==> src/rtl/frogger_game_ctrl.sv <==
// Frame-synchronous Frogger game controller: latches button edges into a pending move,
// steps the player and cars once per FRAME_TICK, then checks collisions and sequences IDLE/PLAY/HIT/WIN.
module frogger_game_ctrl #(
   parameter int H_DISPLAY     = 640,
   parameter int V_DISPLAY     = 480,
   parameter int PLAYER_WIDTH  = 32,
   parameter int PLAYER_HEIGHT = 32,
   parameter int CAR_WIDTH     = 64,
   parameter int CAR_HEIGHT    = 32,
   parameter int STEP          = 32,
   parameter int PAUSE_FRAMES  = 60
) (
   input  logic        CLK,
   input  logic        RST_N,
   input  logic        FRAME_TICK,
   input  logic        BTN_UP,
   input  logic        BTN_DOWN,
   input  logic        BTN_LEFT,
   input  logic        BTN_RIGHT,
   output logic [9:0]  player_x,
   output logic [9:0]  player_y,
   output logic [39:0] car_x,
   output logic [39:0] car_y,
   output logic [1:0]  game_state,
   output logic [1:0]  lives,
   output logic [3:0]  level
);

   typedef enum logic [1:0] {
      S_IDLE = 2'd0,
      S_PLAY = 2'd1,
      S_HIT  = 2'd2,
      S_WIN  = 2'd3
   } state_t;

   typedef enum logic [2:0] {
      MV_NONE  = 3'd0,
      MV_UP    = 3'd1,
      MV_DOWN  = 3'd2,
      MV_LEFT  = 3'd3,
      MV_RIGHT = 3'd4
   } move_t;

   localparam int            PCW        = $clog2(PAUSE_FRAMES + 1);
   localparam logic [PCW-1:0] PAUSE_LAST = PCW'(PAUSE_FRAMES - 1);
   localparam logic [10:0]   H_W        = 11'(H_DISPLAY);
   localparam logic [10:0]   STEP_W     = 11'(STEP);
   localparam logic [10:0]   X_MAX      = 11'(H_DISPLAY - PLAYER_WIDTH);
   localparam logic [10:0]   Y_MAX      = 11'(V_DISPLAY - PLAYER_HEIGHT);
   localparam logic [9:0]    X_START    = 10'((H_DISPLAY - PLAYER_WIDTH) / 2);
   localparam logic [9:0]    Y_START    = 10'(V_DISPLAY - PLAYER_HEIGHT);

   // Cars start evenly spread across the screen, one per lane.
   function automatic logic [9:0] car_home_x(input int idx);
      return 10'(idx * (H_DISPLAY / 4));
   endfunction

   function automatic logic [9:0] car_lane_y(input int idx);
      return 10'((idx + 1) * 3 * CAR_HEIGHT);
   endfunction

   function automatic logic [9:0] car_right(input logic [9:0] x, input logic [3:0] lvl);
      logic [10:0] s;
      s = {1'b0, x} + {7'd0, lvl};
      if (s >= H_W) begin
         return 10'(s - H_W);
      end else begin
         return 10'(s);
      end
   endfunction

   function automatic logic [9:0] car_left(input logic [9:0] x, input logic [3:0] lvl);
      logic [10:0] s;
      s = {1'b0, x};
      if (s < {7'd0, lvl}) begin
         return 10'(s + H_W - {7'd0, lvl});
      end else begin
         return 10'(s - {7'd0, lvl});
      end
   endfunction

   state_t         state_q, state_d;
   move_t          pend_q, pend_d, edge_mv_s;
   logic [1:0]     lives_q, lives_d;
   logic [3:0]     level_q, level_d;
   logic [9:0]     px_q, px_d, py_q, py_d;
   logic [9:0]     cx_q [4];
   logic [9:0]     cx_d [4];
   logic [3:0]     btn_q, btn_d, btn_s, rise_s;
   logic           win_q, win_d, chk_q, chk_d, hit_s;
   logic [PCW-1:0] pause_q, pause_d;

   assign btn_s  = {BTN_UP, BTN_DOWN, BTN_LEFT, BTN_RIGHT};
   assign rise_s = btn_s & ~btn_q;

   // Highest-priority rising edge this cycle, UP first.
   always_comb begin
      edge_mv_s = MV_NONE;
      if (rise_s[3]) begin
         edge_mv_s = MV_UP;
      end else if (rise_s[2]) begin
         edge_mv_s = MV_DOWN;
      end else if (rise_s[1]) begin
         edge_mv_s = MV_LEFT;
      end else if (rise_s[0]) begin
         edge_mv_s = MV_RIGHT;
      end else begin
         edge_mv_s = MV_NONE;
      end
   end

   // Box overlap between player and each car using unwrapped 11-bit sums.
   always_comb begin
      hit_s = 1'b0;
      for (int i = 0; i < 4; i++) begin
         if (({1'b0, px_q} < {1'b0, cx_q[i]} + 11'(CAR_WIDTH)) &&
             ({1'b0, cx_q[i]} < {1'b0, px_q} + 11'(PLAYER_WIDTH)) &&
             ({1'b0, py_q} < {1'b0, car_lane_y(i)} + 11'(CAR_HEIGHT)) &&
             ({1'b0, car_lane_y(i)} < {1'b0, py_q} + 11'(PLAYER_HEIGHT))) begin
            hit_s = 1'b1;
         end else begin
            hit_s = hit_s;
         end
      end
   end

   // Next-state logic for the game sequence, pending move and positions.
   always_comb begin
      state_d = state_q;
      lives_d = lives_q;
      level_d = level_q;
      px_d    = px_q;
      py_d    = py_q;
      cx_d    = cx_q;
      win_d   = win_q;
      chk_d   = chk_q;
      pause_d = pause_q;
      btn_d   = btn_s;

      // An edge on the tick cycle belongs to the next frame.
      if (FRAME_TICK) begin
         pend_d = edge_mv_s;
      end else if (pend_q == MV_NONE) begin
         pend_d = edge_mv_s;
      end else begin
         pend_d = pend_q;
      end

      case (state_q)
         S_IDLE: begin
            if (FRAME_TICK && (pend_q != MV_NONE)) begin
               state_d = S_PLAY;
               lives_d = 2'd3;
               level_d = 4'd1;
            end else begin
               state_d = S_IDLE;
            end
         end
         S_PLAY: begin
            if (FRAME_TICK) begin
               chk_d = 1'b1;
               case (pend_q)
                  MV_UP: begin
                     if ({1'b0, py_q} < STEP_W) begin
                        win_d = 1'b1;
                     end else begin
                        py_d = 10'({1'b0, py_q} - STEP_W);
                     end
                  end
                  MV_DOWN: begin
                     if ({1'b0, py_q} + STEP_W > Y_MAX) begin
                        py_d = 10'(Y_MAX);
                     end else begin
                        py_d = 10'({1'b0, py_q} + STEP_W);
                     end
                  end
                  MV_LEFT: begin
                     if ({1'b0, px_q} < STEP_W) begin
                        px_d = 10'd0;
                     end else begin
                        px_d = 10'({1'b0, px_q} - STEP_W);
                     end
                  end
                  MV_RIGHT: begin
                     if ({1'b0, px_q} + STEP_W > X_MAX) begin
                        px_d = 10'(X_MAX);
                     end else begin
                        px_d = 10'({1'b0, px_q} + STEP_W);
                     end
                  end
                  default: begin
                     px_d = px_q;
                  end
               endcase
               cx_d[0] = car_right(cx_q[0], level_q);
               cx_d[1] = car_left(cx_q[1], level_q);
               cx_d[2] = car_right(cx_q[2], level_q);
               cx_d[3] = car_left(cx_q[3], level_q);
            end else if (chk_q) begin
               chk_d = 1'b0;
               win_d = 1'b0;
               if (hit_s) begin
                  state_d = S_HIT;
               end else if (win_q) begin
                  state_d = S_WIN;
               end else begin
                  state_d = S_PLAY;
               end
            end else begin
               state_d = S_PLAY;
            end
         end
         S_HIT, S_WIN: begin
            if (FRAME_TICK) begin
               if (pause_q == PAUSE_LAST) begin
                  pause_d = {PCW{1'b0}};
                  px_d    = X_START;
                  py_d    = Y_START;
                  if (state_q == S_WIN) begin
                     level_d = (level_q == 4'd15) ? level_q : level_q + 4'd1;
                     for (int i = 0; i < 4; i++) begin
                        cx_d[i] = car_home_x(i);
                     end
                     state_d = S_PLAY;
                  end else if (lives_q == 2'd1) begin
                     // Game over: everything back to power-on values.
                     state_d = S_IDLE;
                     lives_d = 2'd3;
                     level_d = 4'd1;
                     pend_d  = MV_NONE;
                     win_d   = 1'b0;
                     chk_d   = 1'b0;
                     for (int i = 0; i < 4; i++) begin
                        cx_d[i] = car_home_x(i);
                     end
                  end else begin
                     lives_d = lives_q - 2'd1;
                     state_d = S_PLAY;
                  end
               end else begin
                  pause_d = pause_q + {{(PCW-1){1'b0}}, 1'b1};
               end
            end else begin
               pause_d = pause_q;
            end
         end
         default: begin
            state_d = S_IDLE;
         end
      endcase
   end

   // State and position registers.
   always_ff @(posedge CLK or negedge RST_N) begin
      if (!RST_N) begin
         state_q <= S_IDLE;
         pend_q  <= MV_NONE;
         lives_q <= 2'd3;
         level_q <= 4'd1;
         px_q    <= X_START;
         py_q    <= Y_START;
         btn_q   <= 4'd0;
         win_q   <= 1'b0;
         chk_q   <= 1'b0;
         pause_q <= {PCW{1'b0}};
         for (int i = 0; i < 4; i++) begin
            cx_q[i] <= car_home_x(i);
         end
      end else begin
         state_q <= state_d;
         pend_q  <= pend_d;
         lives_q <= lives_d;
         level_q <= level_d;
         px_q    <= px_d;
         py_q    <= py_d;
         btn_q   <= btn_d;
         win_q   <= win_d;
         chk_q   <= chk_d;
         pause_q <= pause_d;
         for (int i = 0; i < 4; i++) begin
            cx_q[i] <= cx_d[i];
         end
      end
   end

   assign player_x   = px_q;
   assign player_y   = py_q;
   assign car_x      = {cx_q[3], cx_q[2], cx_q[1], cx_q[0]};
   assign car_y      = {car_lane_y(3), car_lane_y(2), car_lane_y(1), car_lane_y(0)};
   assign game_state = state_q;
   assign lives      = lives_q;
   assign level      = level_q;

endmodule

==> config.mk <==
export PLATFORM = sky130hd
export DESIGN_NAME = frogger_game_ctrl
export DESIGN_NICKNAME = d
export VERILOG_FILES = /design/src/rtl/frogger_game_ctrl.sv
export SDC_FILE = /design/constraint.sdc
export NUM_CORES = 1
export LEC_CHECK = 0
export CAP_MARGIN = 40
export CORE_AREA = 2 2 199 103
export CTS_CLUSTER_DIAMETER = 120
export CTS_CLUSTER_SIZE = 20
export DETAILED_ROUTE_END_ITERATION = 8
export DIE_AREA = 0 0 201 105
export GPL_TIMING_DRIVEN = 0
export PLACE_DENSITY_LB_ADDON = 0.3
export SYNTH_ARGS = -nofsm -noshare
export SYNTH_HDL_FRONTEND = slang
export SYNTH_SLANG_ARGS = --single-unit
==> constraint.sdc <==
create_clock -name CLK -period 5.3 [get_ports CLK]
set_clock_uncertainty 0.05 [all_clocks]
set_input_delay 0.795 -clock CLK [delete_from_list [all_inputs] [get_ports CLK]]
set_output_delay 0.795 -clock CLK [all_outputs]
set_load 0.02 [all_outputs]
After elaboration in Yosys (flattened, before gate mapping)

Index checks and enable logic that the tools add are counted.

Memories kept: 0
Flip-flop bits (word level): 83
Bits in read-only memories: 0
Word-level logic and storage cells: 188
Output and inout bits: 108
Bits in writable memories: 0
Bits in latches: 0
Input bits: 7

Div/mod/pow operators: 0
Bitwise operators: 2
Shift operators: 0
Equality and inequality tests: 25
Multiply operators: 0
Reduce and logical (&&, ||, !) cells: 28
Magnitude comparators: 24
$add $sub $neg: 21
Muxes and demuxes: 74

Operators by type and width:

| kind                                                                     | count |
|---|---|
| 40-bit two-way mux                                                       | 5 |
| 10-bit two-way mux                                                       | 14 |
| 10-bit by 11-bit < comparator with 1-bit output                          | 8 |
| 10-bit one-hot mux with 2 select lines                                   | 4 |
| 40-bit one-hot mux with 2 select lines                                   | 1 |
| 10-bit by 7-bit adder with 11-bit output (second input constant)         | 4 |
| 10-bit by 4-bit subtractor with 10-bit output                            | 4 |
| 3-bit two-way mux                                                        | 11 |
| 4-bit two-way mux                                                        | 6 |
| 10-bit by 4-bit adder with 11-bit output                                 | 2 |
| 10-bit by 6-bit adder with 11-bit output (second input constant)         | 2 |
| 11-bit by 10-bit >= comparator with 1-bit output (second input constant) | 2 |
| 9-bit by 11-bit < comparator with 1-bit output (first input constant)    | 2 |
| 2-bit two-way mux                                                        | 11 |
| 10-bit adder (second input constant)                                     | 2 |
| 10-bit by 4-bit < comparator with 1-bit output                           | 2 |
| 10-bit by 6-bit < comparator with 1-bit output (second input constant)   | 2 |
| 10-bit by 8-bit < comparator with 1-bit output (second input constant)   | 2 |
| 10-bit by 9-bit < comparator with 1-bit output (second input constant)   | 2 |
| 5-bit AND reduction                                                      | 4 |
| 10-bit subtractor (second input constant)                                | 2 |
| 10-bit by 6-bit subtractor with 10-bit output (second input constant)    | 2 |
| 1-bit two-way mux                                                        | 16 |
| 3-bit != test (second input constant)                                    | 5 |
| 34 further kinds                                                         | 59 |

Logic depth before layout (Yosys ltp)

Gate-level depths: netlist of the first run.

Word-level depth: 13
Mapped depth: 13
Mapped depth without buffers: 13

Least setup slack after synthesis of the first run

Ideal clock, no wire load.

Kind: register -> register
From: register cx_q (netlist bit car_x[20])
To: register cx_q (netlist bit car_x[28])
Path buffers: 0
Arrival time: 2745 ps
Stages on the path, launching flop included: 13
Slack: 2423 ps
Period minus slack after synthesis: 2877 ps
Setup time: 82 ps
Required time: 5168 ps
Path through: dfrtp_1 ha_1 fa_1 a211oi_1 nor2_2 nand2_1 xnor2_1 ha_1 o31ai_1 a311o_1 o211ai_2 a221oi_2 a211o_1

Word-level cells in the longest chain between the ends: 5
Elaborated cells on any way between the ends: 6
Classes of those cells: add/sub (2); order compare (1); mux (3)

RTL lines:

| what                                                                                  | line   | text |
|---|---|---|
| start, declared                                                                       | 87     | `logic [9:0] cx_q [4];` |
| start signal, assigned by index                                                       | 267    | `cx_q[i] <= car_home_x(i);` |
| start signal, assigned by index                                                       | 281    | `cx_q[i] <= cx_d[i];` |
| 10-bit by 4-bit adder with 11-bit output *                                            | 64     | `s = {1'b0, x} + {7'd0, lvl};` |
| 10-bit subtractor or 11-bit by 10-bit >= comparator with 1-bit output (tied branches) | 66, 65 |  |
| 10-bit two-way mux *                                                                  | 65     | `if (s >= H_W) begin` |
| 40-bit two-way mux *                                                                  | 160    | `if (FRAME_TICK) begin` |
| 40-bit one-hot mux with 2 select lines *                                              | 149    | `case (state_q)` |

Mark *: on every way between the ends. The rest lies on a longest branch, timed or not. The select of a mux whose other input is x is not followed.
A chain may end at the register's enable or synchronous reset.

Worst setup path in the final report of the first run

From: register px_q[5], in the netlist player_x[5]
To: register state_q[0], in the netlist game_state[0]

Word-level cells in the longest chain between the ends: 13
Elaborated cells on any way between the ends: 29
Classes of those cells: add/sub (1); order compare (8); mux (8); reduce/logical (12)

RTL lines:

| what                                            | line | text |
|---|---|---|
| start, declared                                 | 86   | `logic [9:0] px_q, px_d, py_q, py_d;` |
| start signal, assigned                          | 274  | `px_q <= px_d;` |
| 10-bit by 6-bit adder with 11-bit output        | -    |  |
| 10-bit by 11-bit < comparator with 1-bit output | 117  | `({1'b0, cx_q[i]} < {1'b0, px_q} + 11'(PLAYER_WIDTH)) &&` |
| 1-bit logical AND                               | 116  | `if (({1'b0, px_q} < {1'b0, cx_q[i]} + 11'(CAR_WIDTH)) &&` |
| 1-bit logical AND                               | 117  |  |
| 1-bit logical AND                               | 118  | `({1'b0, py_q} < {1'b0, car_lane_y(i)} + 11'(CAR_HEIGHT)) &&` |
| 1-bit two-way mux (3 in series)                 | 116  |  |
| 1-bit two-way mux *                             | 116  |  |
| 2-bit two-way mux *                             | 202  | `if (hit_s) begin` |
| 2-bit two-way mux *                             | 199  | `end else if (chk_q) begin` |
| 2-bit two-way mux *                             | 160  |  |
| 2-bit one-hot mux with 3 select lines *         | 149  |  |
| end signal, assigned                            | 270  | `state_q <= state_d;` |
| end, declared                                   | 82   | `state_t state_q, state_d;` |

Marked as above.

==> reports/results.tsv, run 1 <==
metric	value	unit
max frequency	280	MHz
Clock Path Buffers	2	
pins over their slew limit	0	
vias in the first global route	6652	
Std-Cell Rows	36	
DR iter-0 viols	418	
Post-synth EDFFs	0	
Synth cell types	83	
WL/cell	16.4	um
IO Pins	115	
Slew @ Worst Pin	869	ps
crit path DAT	3760	ps
Synth top area share	18.7	%
first-pass GRT wire length	34.1	mm
die width	201	um
Core ar.	19200	um2
number of port buffers	65	
period utilization	67.4	%
cts repair resizes	0	
RSZ-0062 raised after global routing	no	
nets	1149	
Critical path destination	game_state[0]	
placed instance area	8800	um2
Critical Path Start	player_x[5]	
Critical Path Sink Type	flop	
CTS tree	done	
post-synthesis sequential area ratio	24.6	%
register bit total from synthesis	74	
syn avg cell area	8.45	um2
top_reg_cell synth	dfrtp_1	
asr flop ratio synth	100	%
TritonRoute pass-1 iters	5	
Reg-to-Reg Start	player_x[5]	
Util after Layout	47.4	%
Finished Cell Area	9130	um2
HPWL after DPL	16.0	mm
Die H	105	um
fraction of layout cells with a size suffix above 1	11.7	%
CTS buffer count	9	
Yosys warnings	0	
max_cap viols	0	
Syn-to-layout area delta	19.9	%
Slew headroom	42.1	%
Final Hold Vio Count	0	
placed cell count	1280	
reg-to-reg slack, setup	1730	ps
critical path fanouts, max	15	
final non-filler cell total	1296	
antenna violations before repair	0	
synth top area cells	dfrtp_1, ha_1, dfstp_2	
worst skew pair latency	350	ps
minimum clock period	3570	ps
Clock transition at path regs	60	ps
cell taking the most area after synthesis	dfrtp_1	
Pwr Density	577	nW/um2
Required @ worst endpoint	5480	ps
outcome	finished clean	
leakage power	4.15	nW
Cells after Synth	901	
routed via count	6986	
critical path class	reg2reg	
drt via density	5.39	
peak supply drop	0.235	mV
highest-count cells in the layout ignoring fill and taps	ha_1, inv_1, nand2_1	
DIE AREA	21100	um2
Clock Sinks	74	
ant diodes	0	
H-tree levels	3	
pin count of the biggest net entering global routing	47	
routability cong.	0.941	
commonest non-fill, non-tap cell in the layout	ha_1	
R2R cell count	11	
r2r endpoint	game_state[0]	
DRT Wirelength	21.2	mm
crit start category	flop	
DRT antenna net count	0	
Hold Buf Count CTS	0	
CTS Root Cell	clkbuf_16	
Worst Hold Class	in2async	
Total GRT Usage	20.2	%
setup_tns	0	ps
Setup-failing EPs final	0	
GRT overflow	0	
drt drc	0	
post-CTS setup buffers	0	
Mapped Area	7610	um2
Initial Util	39.6	%
report_power, final:
group	internal [mW]	leakage (nW)	switching [mW]	total [mW]
logic	1.44	3.08	2.02	3.46
registers	0.779	0.911	0.340	1.12
clock network	0.426	0.159	0.264	0.690
total	2.64	4.15	2.63	5.27
state kept, by name, summed over array words and instances (netlist names):
register and flops:
car_x 40, pause_q 6, player_x 6, player_y 5
btn_q 4, level 4, pend_q 3, game_state 2
lives 2, chk_q 1, win_q 1
cells by family after synthesis:
kind of cell | share of synthesized area, %
AND/OR/NAND/NOR | 17.3
multiplexers | 1.38
flip-flops | 24.6
AO/OA/AOI/OAI | 21.2
other | 0.0987
buffers and inverters | 10.1
adder cells (fa/ha/maj) | 20.3
XOR/XNOR | 4.93
cells in the mapped netlist, types with 7 or more instances:
library cell	instances
and3_1	9
o21ai_0	62
inv_1	74
nand2_1	65
a22o_1	14
a31oi_1	7
ha_1	107
xnor2_1	27
o211ai_1	9
nand2b_1	11
o31ai_1	9
nor3_1	33
nand3_1	31
dfstp_2	17
buf_2	9
a211oi_1	7
nor2b_1	9
fa_1	10
xor2_1	14
dfrtp_1	57
nor2_1	56
a21o_1	9
o21bai_1	11
clkbuf_1	14
nand4_1	10
buf_4	52
a21oi_1	60
through the flow:
step           setup slack (ps)  hold slack (ps)  total power, mW
2_1_floorplan              2420              426             3.45
3_3_place_gp                538              447             4.45
3_5_place_dp               1810              472             4.53
4_1_cts                    1800              341             5.25
6_report                   1730              327             5.27
5_1_grt                    1590              351             5.72
critical path, stage by stage, from the launching register on:
cell,delay (ps)
dfstp_2,780
inv_1,170
ha_1,350
inv_1,270
ha_1,290
o21ai_0,160
a22oi_1,140
a211oi_1,270
nor3_1,80
a211oi_1,390
nor3_1,190
a221o_1,320
metal layers:
| metal | vias up | GRT usage, % | share of wire [%] |
|---|---|---|---|
| li1 | 3370 | - | - |
| met2 | 209 | 33.1 | 45 |
| met4 | 0 | 7.04 | 2.0 |
| met1 | 3373 | 27.1 | 46 |
| met5 | - | 0 | 0 |
| met3 | 34 | 3.18 | 6.2 |
final cells by class:
class                           count  area [um2]
Fill cell                        1832       10100
Tap cell                          266         333
Clock buffer                       10         239
Timing Repair Buffer               66         676
Multi-Input combinational cell    724        5150
Buffer                             75         488
Inverter                           75         282
Clock inverter                      6        90.1
Sequential cell                    74        1870
worst min path at each step:
stage | startpoint | end | slack, ps | depth (start not counted)
2_1_floorplan | pause_q[1] | pause_q[1] | 430 | 2
3_3_place_gp | pause_q[1] | pause_q[1] | 450 | 2
3_5_place_dp | car_x[10] | car_x[10] | 470 | 2
4_1_cts | RST_N | pause_q[5] | 340 | 1
5_1_grt | RST_N | pause_q[3] | 350 | 1
6_report | RST_N | pause_q[1] | 330 | 1
No activity file was read; power rests on OpenSTA's default activity.
==> run 2: changes to the inputs <==
- clock period: 5.3 -> 3.2 ns (I/O delays scaled with it)
==> reports/results.tsv, run 2 (synthesized netlist as in run 1, its figures left out) <==
metric	value	unit	change
Initial Util	39.6	%	unchanged
part of the power in combinational logic	66.2	%	+0.5 points
WL/cell	16.4	um	about the same
Clock transition at path regs	60	ps	about the same
die width	201	um	unchanged
switch share	49.7	%	-0.18 points
Hold Buf Count CTS	0		unchanged
Worst Hold Class	in2async		
minimum clock period	3130	ps	-449 ps
Slew headroom	43.1	%	+1.1 points
commonest non-fill, non-tap cell in the layout	ha_1		
DRT Wirelength	21.3	mm	+0.16%
GRT overflow	0		unchanged
Critical Path Start	car_x[17]		
routability cong.	0.941		unchanged
routed via count	6935		-0.73%
crit start category	flop		
Core ar.	19200	um2	unchanged
IO Pins	115		unchanged
Critical Path Sink Type	flop		
number of port buffers	65		unchanged
placed instance area	8800	um2	unchanged
max FFs per register	40		unchanged
Net Sw Power	4.37	mW	+66%
Flop pwr share	20.8	%	-0.4 points
setup_tns	0	ps	unchanged
ant diodes	0		unchanged
HPWL after DPL	16.0	mm	unchanged
Pwr Density	957	nW/um2	+66%
Slew @ Worst Pin	853	ps	-15.9 ps
pin count of the biggest net entering global routing	47		unchanged
DR iter-0 viols	470		+12%
max_cap viols	0		unchanged
highest-count cells in the layout ignoring fill and taps	ha_1, inv_1, nand2_1		
Reg-to-Reg Start	car_x[17]		
first-pass GRT wire length	34.0	mm	about the same
Setup-failing EPs final	0		unchanged
max frequency	320	MHz	+14%
Int Power	4.43	mW	+68%
DIE AREA	21100	um2	unchanged
Finished Cell Area	9190	um2	+0.74%
critical path class	reg2reg		
vias in the first global route	6650		-0.030%
fraction of layout cells with a size suffix above 1	13.2	%	+1.5 points
leakage power	4.17	nW	+0.47%
TritonRoute pass-1 iters	5		unchanged
Total GRT Usage	20.2	%	about the same
Syn-to-layout area delta	20.8	%	
r2r endpoint	game_state[0]		
drt drc	0		unchanged
Die H	105	um	unchanged
Worst Slack Setup Final	74.6	ps	-1650 ps
reg-to-reg slack, setup	70	ps	-1650 ps
Final Hold Vio Count	0		unchanged
R2R cell count	11		unchanged
outcome	finished clean		
worst skew pair latency	350	ps	about the same
antenna violations before repair	0		unchanged
drt via density	5.34		-0.96%
DRT antenna net count	0		unchanged
crit path DAT	3300	ps	-460 ps
Util after Layout	47.8	%	+0.35 points
CTS tree	done		
pins over their slew limit	0		unchanged
total chip power	8.80	mW	+67%
H-tree levels	3		unchanged
nets	1152		+0.26%
critical path fanouts, max	8		-7
Clock Sinks	74		unchanged
pre-CTS setup slack	-286	ps	-2100 ps
Clock Path Buffers	2		unchanged
CTS Root Cell	clkbuf_16		
Std-Cell Rows	36		unchanged
peak supply drop	0.387	mV	+65%
RSZ-0062 raised after global routing	no		
Required @ worst endpoint	3380	ps	-2100 ps
clock share of power	13.0	%	about the same
CTS buffer count	9		unchanged
period utilization	97.7	%	+30 points
-- run 2: cell type report --
type / count / area [um2]
fill: 1824 / 10000
multi-input combinational: 724 / 5180
sequential: 74 / 1880
timing repair buffer: 69 / 698
buffer: 75 / 489
tap: 266 / 333
inverter: 75 / 282
clock buffer: 10 / 239
clock inverter: 6 / 90.1
-- run 2: repair_timing --
action,in CTS,in global routing
hold endpoints to repair,0,0
buffers inserted,0,3
gates resized for setup,7,9
gates cloned,0,0
setup endpoints to repair,3,9
-- run 2: routing by layer --
| metal | GRT usage [%] | vias up | part of all wire (%) | wire length, um |
|---|---|---|---|---|
| met5 | 0 | - | 0 | 0 |
| met4 | 6.93 | 0 | 1.9 | 396 |
| met3 | 3.18 | 33 | 5.9 | 1240 |
| met2 | 33.1 | 192 | 46 | 9710 |
| met1 | 27.1 | 3337 | 47 | 9910 |
| li1 | - | 3373 | - | - |
-- run 2: worst max-delay path: stages (launching register included) --
cell and delay (ps):
dfstp_2 630, inv_1 70, ha_1 260, inv_1 150, ha_1 280, a21oi_1 190
and4b_1 220, a2111oi_0 350, o311ai_0 200, a31oi_1 200, nor3_2 100, a221o_1 300
-- run 2: worst max-delay path by stage --
stage	cells after the start	slack (ps)	endpoint
final	11	70	game_state[0]
after global routing	11	7	game_state[0]
after CTS	11	3	game_state[0]
after detailed placement	11	-290	game_state[0]
after global placement	1	-1250	car_x[0]
after floorplan	12	320	car_x[28]
-- run 2: per-stage QoR --
stage / cells / hold WS (ps)
2_1_floorplan: 948 / 134
3_3_place_gp: 1279 / 447
3_5_place_dp: 1280 / 395
4_1_cts: 1296 / 25.5
5_1_grt: 1299 / 36.1
6_report: 1299 / 13.6
-- run 2: power groups by stage --
stage | sequential, mW | clock (mW) | combinational (mW)
6_report | 1.83 | 1.14 | 5.83
5_1_grt | 1.88 | 1.20 | 6.47
4_1_cts | 1.86 | 1.16 | 5.71
3_5_place_dp | 1.86 | 0 | 5.64
3_3_place_gp | 1.86 | 0 | 5.51
2_1_floorplan | 1.96 | 0 | 3.75
==> run 3: changes to the inputs <==
- CTS_CLUSTER_DIAMETER: 120 -> 100
==> results of run 3 <==
The final DEF is identical to that of run 2; final timing and power are the same.
